`src/rtl/ex_mem_pipe_reg.sv`:
```
// EX->MEM pipeline register with valid/ready handshake, 2-entry skid buffer,
// synchronous flush and optional suppression of register-file writes to $0.
module ex_mem_pipe_reg #(
    parameter int DATA_WIDTH     = 32,
    parameter int REG_ADDR_WIDTH = 5,
    parameter bit ZERO_REG_SUPP  = 1'b1
) (
    input  logic                      clk,
    input  logic                      rst,
    input  logic                      flush,
    input  logic                      in_valid,
    output logic                      in_ready,
    input  logic                      in_reg_write,
    input  logic                      in_jump_reg,
    input  logic [DATA_WIDTH-1:0]     in_pc,
    input  logic                      in_zero,
    input  logic [DATA_WIDTH-1:0]     in_result,
    input  logic [DATA_WIDTH-1:0]     in_data2,
    input  logic [REG_ADDR_WIDTH-1:0] in_write_addr,
    output logic                      out_valid,
    input  logic                      out_ready,
    output logic                      out_reg_write,
    output logic                      out_jump_reg,
    output logic [DATA_WIDTH-1:0]     out_pc,
    output logic                      out_zero,
    output logic [DATA_WIDTH-1:0]     out_result,
    output logic [DATA_WIDTH-1:0]     out_data2,
    output logic [REG_ADDR_WIDTH-1:0] out_write_addr
);

    typedef struct packed {
        logic [DATA_WIDTH-1:0]     pc;
        logic                      zero;
        logic [DATA_WIDTH-1:0]     result;
        logic [DATA_WIDTH-1:0]     data2;
        logic [REG_ADDR_WIDTH-1:0] write_addr;
        logic                      reg_write;
        logic                      jump_reg;
    } entry_t;

    typedef enum logic [1:0] {
        EMPTY = 2'd0,
        ONE   = 2'd1,
        FULL  = 2'd2
    } state_e;

    state_e state_q, state_d;
    entry_t main_q, main_d;
    entry_t skid_q, skid_d;
    entry_t in_entry;
    logic   accept;
    logic   drain;

    // A write to $0 is architecturally a no-op, so it is dropped at capture time.
    function automatic entry_t capture(input entry_t e);
        entry_t c;
        c = e;
        if (ZERO_REG_SUPP && (e.write_addr == '0)) begin
            c.reg_write = 1'b0;
        end
        return c;
    endfunction

    always_comb begin
        in_entry            = '0;
        in_entry.pc         = in_pc;
        in_entry.zero       = in_zero;
        in_entry.result     = in_result;
        in_entry.data2      = in_data2;
        in_entry.write_addr = in_write_addr;
        in_entry.reg_write  = in_reg_write;
        in_entry.jump_reg   = in_jump_reg;
    end

    assign accept = in_valid && in_ready;
    assign drain  = out_valid && out_ready;

    always_ff @(posedge clk) begin
        if (rst) begin
            state_q <= EMPTY;
            main_q  <= '0;
            skid_q  <= '0;
        end else begin
            state_q <= state_d;
            main_q  <= main_d;
            skid_q  <= skid_d;
        end
    end

    // Flush squashes both held entries and the incoming one; payload is left as is.
    always_comb begin
        state_d = state_q;
        main_d  = main_q;
        skid_d  = skid_q;
        if (flush) begin
            state_d = EMPTY;
        end else begin
            case (state_q)
                EMPTY: begin
                    if (accept) begin
                        state_d = ONE;
                        main_d  = capture(in_entry);
                    end
                end
                ONE: begin
                    if (accept && drain) begin
                        main_d = capture(in_entry);
                    end else if (accept) begin
                        state_d = FULL;
                        skid_d  = capture(in_entry);
                    end else if (drain) begin
                        state_d = EMPTY;
                    end
                end
                FULL: begin
                    if (drain) begin
                        state_d = ONE;
                        main_d  = skid_q;
                    end
                end
                default: state_d = EMPTY;
            endcase
        end
    end

    // in_ready depends only on registered state and rst, never on out_ready.
    always_comb begin
        out_valid      = (state_q != EMPTY);
        in_ready       = (state_q != FULL) && !rst;
        out_reg_write  = main_q.reg_write && out_valid;
        out_jump_reg   = main_q.jump_reg && out_valid;
        out_pc         = main_q.pc;
        out_zero       = main_q.zero;
        out_result     = main_q.result;
        out_data2      = main_q.data2;
        out_write_addr = main_q.write_addr;
    end

endmodule
```
`config.mk`:
```
export PLATFORM = sky130hd
export DESIGN_NAME = ex_mem_pipe_reg
export DESIGN_NICKNAME = d
export VERILOG_FILES = /design/src/rtl/ex_mem_pipe_reg.sv
export SDC_FILE = /design/constraint.sdc
export NUM_CORES = 1
export LEC_CHECK = 0
export CAP_MARGIN = 20
export CELL_PAD_IN_SITES_DETAIL_PLACEMENT = 0
export CELL_PAD_IN_SITES_GLOBAL_PLACEMENT = 1
export CORE_MARGIN = 1
export CORE_UTILIZATION = 37
export CTS_CLUSTER_SIZE = 30
export DETAILED_ROUTE_END_ITERATION = 10
export PLACE_DENSITY_LB_ADDON = 0.1
export SETUP_SLACK_MARGIN = 0.05
export SLEW_MARGIN = 20
export SYNTH_ARGS = -nofsm -noshare
export SYNTH_HDL_FRONTEND = slang
export SYNTH_SLANG_ARGS = --single-unit
```
`constraint.sdc`:
```
create_clock -name clk -period 2.3 [get_ports clk]
set_input_delay 0.345 -clock clk [delete_from_list [all_inputs] [get_ports clk]]
set_output_delay 0.345 -clock clk [all_outputs]
set_load 0.05 [all_outputs]
```
==> results of run 1 <==
-- state kept, by name (all words and copies together) (netlist names) --
signal	flops
out_result	32
out_zero	1
state_q	2
out_pc	32
out_data2	32
main_q	2
skid_q	104
out_write_addr	5
-- worst register-to-register path, cell delays in order (launching register included) --
cell,delay (ns)
dfxtp_1,0.39
or2_1,0.27
o41ai_2,0.26
buf_4,0.26
buf_12,0.22
nor2_1,0.07
a211oi_1,0.20
-- metrics by stage --
step	cell area (µm²)	std cells	hold WS, ns
4_1_cts	11600	1461	0.0492
2_1_floorplan	9110	1042	0.428
5_1_grt	11600	1461	0.0528
3_3_place_gp	10900	1419	0.441
3_5_place_dp	10900	1419	0.446
6_report	11600	1461	0.0737
-- layout make-up --
class,count,area (µm²)
fill,2380,12600
sequential,210,4200
multi-input combinational,648,3790
timing repair buffer,236,2470
clock buffer,36,697
tap,324,405
clock inverter,6,30.0
inverter,1,3.75
-- power by group through the flow --
stage / combinational (W) / clock (W) / sequential (W)
after floorplan: 0.000813 / 0 / 0.00387
after global placement: 0.00117 / 0 / 0.00389
after detailed placement: 0.00118 / 0 / 0.00389
after CTS: 0.00118 / 0.00368 / 0.00381
after global routing: 0.00124 / 0.00382 / 0.00382
final: 0.00117 / 0.00353 / 0.00381
-- final timing paths --
check | startpoint | endpoint | cells past startpoint
min reg2reg | skid_q[82]$_SDFFE_PP0P_ | skid_q[82]$_SDFFE_PP0P_ | 2
max reg2reg | state_q[1]$_SDFFE_PP0P_ | out_write_addr[2]$_SDFFE_PP0P_ | 6
max | state_q[0]$_SDFFE_PP0P_ | in_ready | 3
min | rst | state_q[1]$_SDFFE_PP0P_ | 2
-- cell usage after synthesis --
cell,number
a211oi_1,85
or2_1,1
and2_1,3
buf_6,3
o2111ai_1,1
o22ai_1,1
a21oi_1,106
buf_4,104
buf_2,38
inv_1,1
nand2b_1,3
or2_2,1
nand2_1,209
a211oi_2,18
mux2i_1,104
clkbuf_1,38
a2111oi_0,1
nor2_1,105
o41ai_1,1
nand4bb_1,1
nor2b_1,3
and3_1,1
nand3_1,3
dfxtp_1,210
nor3_1,1
-- metal layers --
| metal | vias to the layer above | GRT usage (%) |
|---|---|---|
| li1 | 3585 | - |
| met1 | 3124 | 22.1 |
| met2 | 137 | 27.5 |
| met5 | - | 0 |
| met3 | 32 | 4.18 |
| met4 | 0 | 4.28 |
-- cell families (layout without fill, tap and decap cells) --
group           after synthesis  in the layout  synth area share (%)
flops                       210            210                  46.2
compound gates              213            213                  15.7
simple gates                331            331                  14.1
buf+inv                     184            279                  12.6
mux                         104            104                  11.4
==> results.md, run 1 <==
- Share of cells above drive strength 1: approximately 7.4%
- Post-CTS sizing: 2
- Area growth syn-to-layout: 27.4%
- TritonCTS sink count: 210
- Slew headroom: 49.1%
- Hpwl dp: 13.5 mm
- P_sw: 0.00219 W
- Worst Setup Start Kind: register
- Top routing layer in use: met4
- Largest net degree at the start of global routing: 165
- P_int: 0.00631 W
- Peak supply drop: 0.475 mV
- CTS Buf Count: 25
- Synth area leader: dfxtp_1
- Max Slew Vio Count: 0
- CTS tree: done
- YS warnings: 0
- Final worst setup slack: 0.190 ns
- Tmin final: 2.11 ns
- Commonest non-fill, non-tap cell in the layout: dfxtp_1
- Die height: 159 µm
- Setup crit end kind: primary output
- Final setup violation count: 0
- I/O Pins: 215
- Area of the core: 24200 µm²
- Post-CTS Setup Bufs: 0
- CP peak stage delay: 0.41 ns
- RSZ-0062 raised after global routing: no
- Antenna Cells: 0
- Post-synth top area share: 46.2%
- Initial Utilization: 37.6%
- Wire per inst: 14.9 µm
- Worst Path Required: 1.96 ns
- Cts-stage hold buffer count: 0
- #FFs+latches synth: 210
- Drt first-iter violations: about 370
- CTS root buf: clkbuf_16
- # rows: 57
- Family with the most delay on the worst path: simple AND/OR/NAND/NOR gates
- Net Count, Synth: approximately 1200
- I/O Buffers: between 200 and 250
- Post-layout util: 47.8%
- Period utilisation layout: a little over 90%
- Worst Path Arrival: 1.76 ns
- Largest cells by area after synthesis: dfxtp_1, mux2i_1, nand2_1, buf_4, a211oi_1
- Vias in the first global route: between 6000 and 7000
- Synthesized instance count: 1042
- Clock Skew: 0.00389 ns
- DIE WIDTH: between 150 and 200 µm
- Clock Path Buffers: 3
- CP Class: register to primary output
- Total die area: 25200 µm²
- Commonest non-fill, non-tap cells in the layout: dfxtp_1, nand2_1, clkdlybuf4s50_1
- Clk_lat worst skew: 0.50 ns
- Clock slew at reported path FFs: 0.06 ns
- CP cell instances: nand2b_4, nor2b_2, buf_12
- Cell variety after synth: 25
- H-tree level count: 1
- Status: completed
- Met1 Wirelength: 10.2 mm
- Max Cap Violations: 0
- Global placer's final weighted congestion: roughly 0.70
- Sequential cell area fraction in the yosys report: 46.2%
- Synth Cell Area: 9110 µm²
- Min-Delay Path Class: primary input to register
- Switch share: between 20% and 30%
- Overflow after GRT: 0
- Critical path peak fanout: 16
- Fin. Hold Viols: 0
- Syn_area_per_cell: between 8 and 9 µm²
- Vias after detailed routing: 6878
- First-pass GRT wire length: 34.6 mm
- DRT antenna net count: 0
- Static Leak: 4.58 nW
- Register share of total power: 44.8%
- WL met2: 10.0 mm
- Initial DRT Pass Iterations: 4
- Vias/cell: 4.71
- Post-Place Setup Slack: 0.164 ns
- Pwr per Cell Area: 733 nW/µm²
- Worst-margin pin slew: 0.764 ns
- Met3 Routed Length: about 1.2 mm
- CP bufs+invs: 1
- R2R setup slack: between 0.5 and 0.6 ns
- Design Power: 0.00850 W
- Post-route DRC: 0
- Crit path max-delay cell type: dfxtp_1
- TNS Setup: 0 ns
- Initial antenna violation count: 0
- Max Freq: 0.474 GHz
- Power share of the clock group: 41.5%
- WL final: 21.8 mm
- Comb pwr share: a little over an eighth
- Net count, final: 1231
- Global-route usage over all layers: 16.8%
No activity file was read; power rests on OpenSTA's default activity.
==> inputs of run 2 (changes only) <==
PLACE_DENSITY_LB_ADDON = 0.08   (was 0.1)
==> run 2 against run 1 <==
  * Final cell count is 0.48% higher
  * Critical path depth fell by 1
  * Combinational power is essentially flat
  * Critical endpoint is now out_valid
  * Highest routed layer unchanged
==> results.md, run 2 (synthesis results as in run 1) <==
- Comb pwr share: 13.2%
- Peak supply drop: 0.375 mV
- Final setup violation count: 0
- H-tree level count: 1
- Static Leak: 4.62 nW
- Clock slew at reported path FFs: 0.06 ns
- Worst Path Required: 1.96 ns
- Period utilisation layout: between 90% and 100%
- Setup crit end: out_valid
- First-pass GRT wire length: 35.5 mm
- Global placer's final weighted congestion: 0.727
- Commonest non-fill, non-tap cells in the layout: dfxtp_1, nand2_1, clkdlybuf4s50_1
- Post-CTS Setup Bufs: 0
- TritonCTS sink count: 210
- Net count, final: 1236
- M3 GR Usage: 4.00%
- Worst setup startpoint: state_q[1]$_SDFFE_PP0P_
- Max Freq: 0.476 GHz
- # rows: 57
- P_sw: 0.00224 W
- I/O Buffers: approximately 210
- WL final: 22.1 mm
- Status: completed
- Register share of total power: 43.3%
- CTS root buf: clkbuf_16
- Finished Layout Cells: 1468
- Wire per inst: about 15 µm
- Max Cap Violations: 0
- CP Class: register to primary output
- Initial antenna violation count: 0
- DIE WIDTH: 159 µm
- Most flops, register: skid_q
- Min-Delay Path Class: primary input to register
- DRT antenna net count: 0
- Hpwl dp: ~14 mm
- Overflow after GRT: 0
- Setup crit end kind: primary output
- Fin. Hold Viols: 0
- Worst-margin pin slew: 0.563 ns
- Initial DRT Pass Iterations: 6
- Slew headroom: 62.3%
- Switch share: 25.5%
- Vias in the first global route: about 6400
- Max reg flops: about 100
- RSZ-0062 raised after global routing: no
- Post-CTS sizing: 1
- Drt first-iter violations: 334
- Area growth syn-to-layout: 28.1%
- Met1 Use GR: 24.5%
- Placed cells: 1424
- Area of the core: ~24000 µm²
- Max Slew Vio Count: 0
- Share of cells above drive strength 1: 8.13%
- Clk_lat worst skew: just over 0.5 ns
- WHS: between 0.15 and 0.2 ns
- I/O Pins: 215
- HP Start: rst
- Initial Utilization: 37.6%
- CTS Buf Count: 25
- Critical path peak fanout: 7
- Total die area: 25200 µm²
- Post-DP Area: between 10000 and 15000 µm²
- Power share of the clock group: a little over two fifths
- Post-route cell area: 11700 µm²
- Global-route usage over all layers: between 10% and 20%
- RR Startpoint: state_q[1]$_SDFFE_PP0P_
- Commonest non-fill, non-tap cell in the layout: dfxtp_1
- CTS tree: done
- Vias after detailed routing: approximately 6900
- Pwr per Cell Area: 753 nW/µm²
- Cts-stage hold buffer count: 0
- Worst Path Arrival: 1.76 ns
- Antenna Cells: 0
- R2R setup slack: 0.43 ns
- Clock Skew: 0.00911 ns
- Die height: 159 µm
- Largest net degree at the start of global routing: just over 90
- Post-route DRC: 0
- Clock Path Buffers: 3
- Busiest layer in global routing: met2
- Worst R2R End: out_result[13]$_SDFFE_PP0P_
- Tmin final: 2.10 ns
- R2r worst-path depth: 6
- TNS Setup: 0 ns
- P_int: 0.00655 W
- Vias/cell: around 4.7
- GR Util met2: 26.5%
- Worst Setup Start Kind: register
## run 2: cell types whose count changed in the layout (fill, tap and decap cells not counted)
cell and delta:
buf_12 -4, buf_4 +9, bufinv_16 +1, clkbuf_1 -3, clkbuf_8 +4, clkinv_2 -1, clkinvlp_4 +1, nor2b_1 +1
nor2b_2 -1
## run 2: cell type report
type                    instances  area, µm²
fillers                      2350      12600
flip-flops and latches        210       4200
multi-input cells             648       3780
repair buffers                241       2460
clock buffers                  37        741
well taps                     324        405
clock inverters                 7       62.6
inverters                       1       3.75
## run 2: worst min-delay path by stage
stage | cells after the start | slack (ns) | end
after floorplan | 1 | 0.43 | state_q[1]$_SDFFE_PP0P_
after global placement | 2 | 0.44 | skid_q[45]$_SDFFE_PP0P_
after detailed placement | 2 | 0.45 | skid_q[24]$_SDFFE_PP0P_
after CTS | 2 | 0.14 | out_data2[26]$_SDFFE_PP0P_
after global routing | 2 | 0.15 | skid_q[16]$_SDFFE_PP0P_
final | 2 | 0.16 | out_data2[27]$_SDFFE_PP0P_
## run 2: per-stage QoR
| stage | setup slack [ns] | total power [W] | util, % |
|---|---|---|---|
| final | 0.200 | 0.00879 | 48.1 |
| after global routing | 0.146 | 0.00918 | 48.1 |
| after CTS | 0.188 | 0.00895 | 48.1 |
| after detailed placement | 0.0369 | 0.00506 | 44.8 |
| after global placement | 0.0526 | 0.00506 | 44.8 |
| after floorplan | 0.189 | 0.00469 | - |
## run 2: power by group through the flow
stage	Clock [W]	Sequential, W	Combinational [W]
final	0.00382	0.00381	0.00116
after global routing	0.00412	0.00382	0.00124
after CTS	0.00396	0.00381	0.00117
after detailed placement	0	0.00389	0.00117
after global placement	0	0.00389	0.00117
after floorplan	0	0.00387	0.000813
## run 2: critical path: stages, from the launching register on
cell	delay (ns)
dfxtp_1	0.46
or2_2	0.24
dlygate4sd2_1	0.54
## run 2: routing by layer
metal / share of wire [%] / wire length [µm]
met3: 6.1 / 1350
met5: 0 / 0
met1: 49 / 10800
met2: 44 / 9620
met4: 1.5 / 335
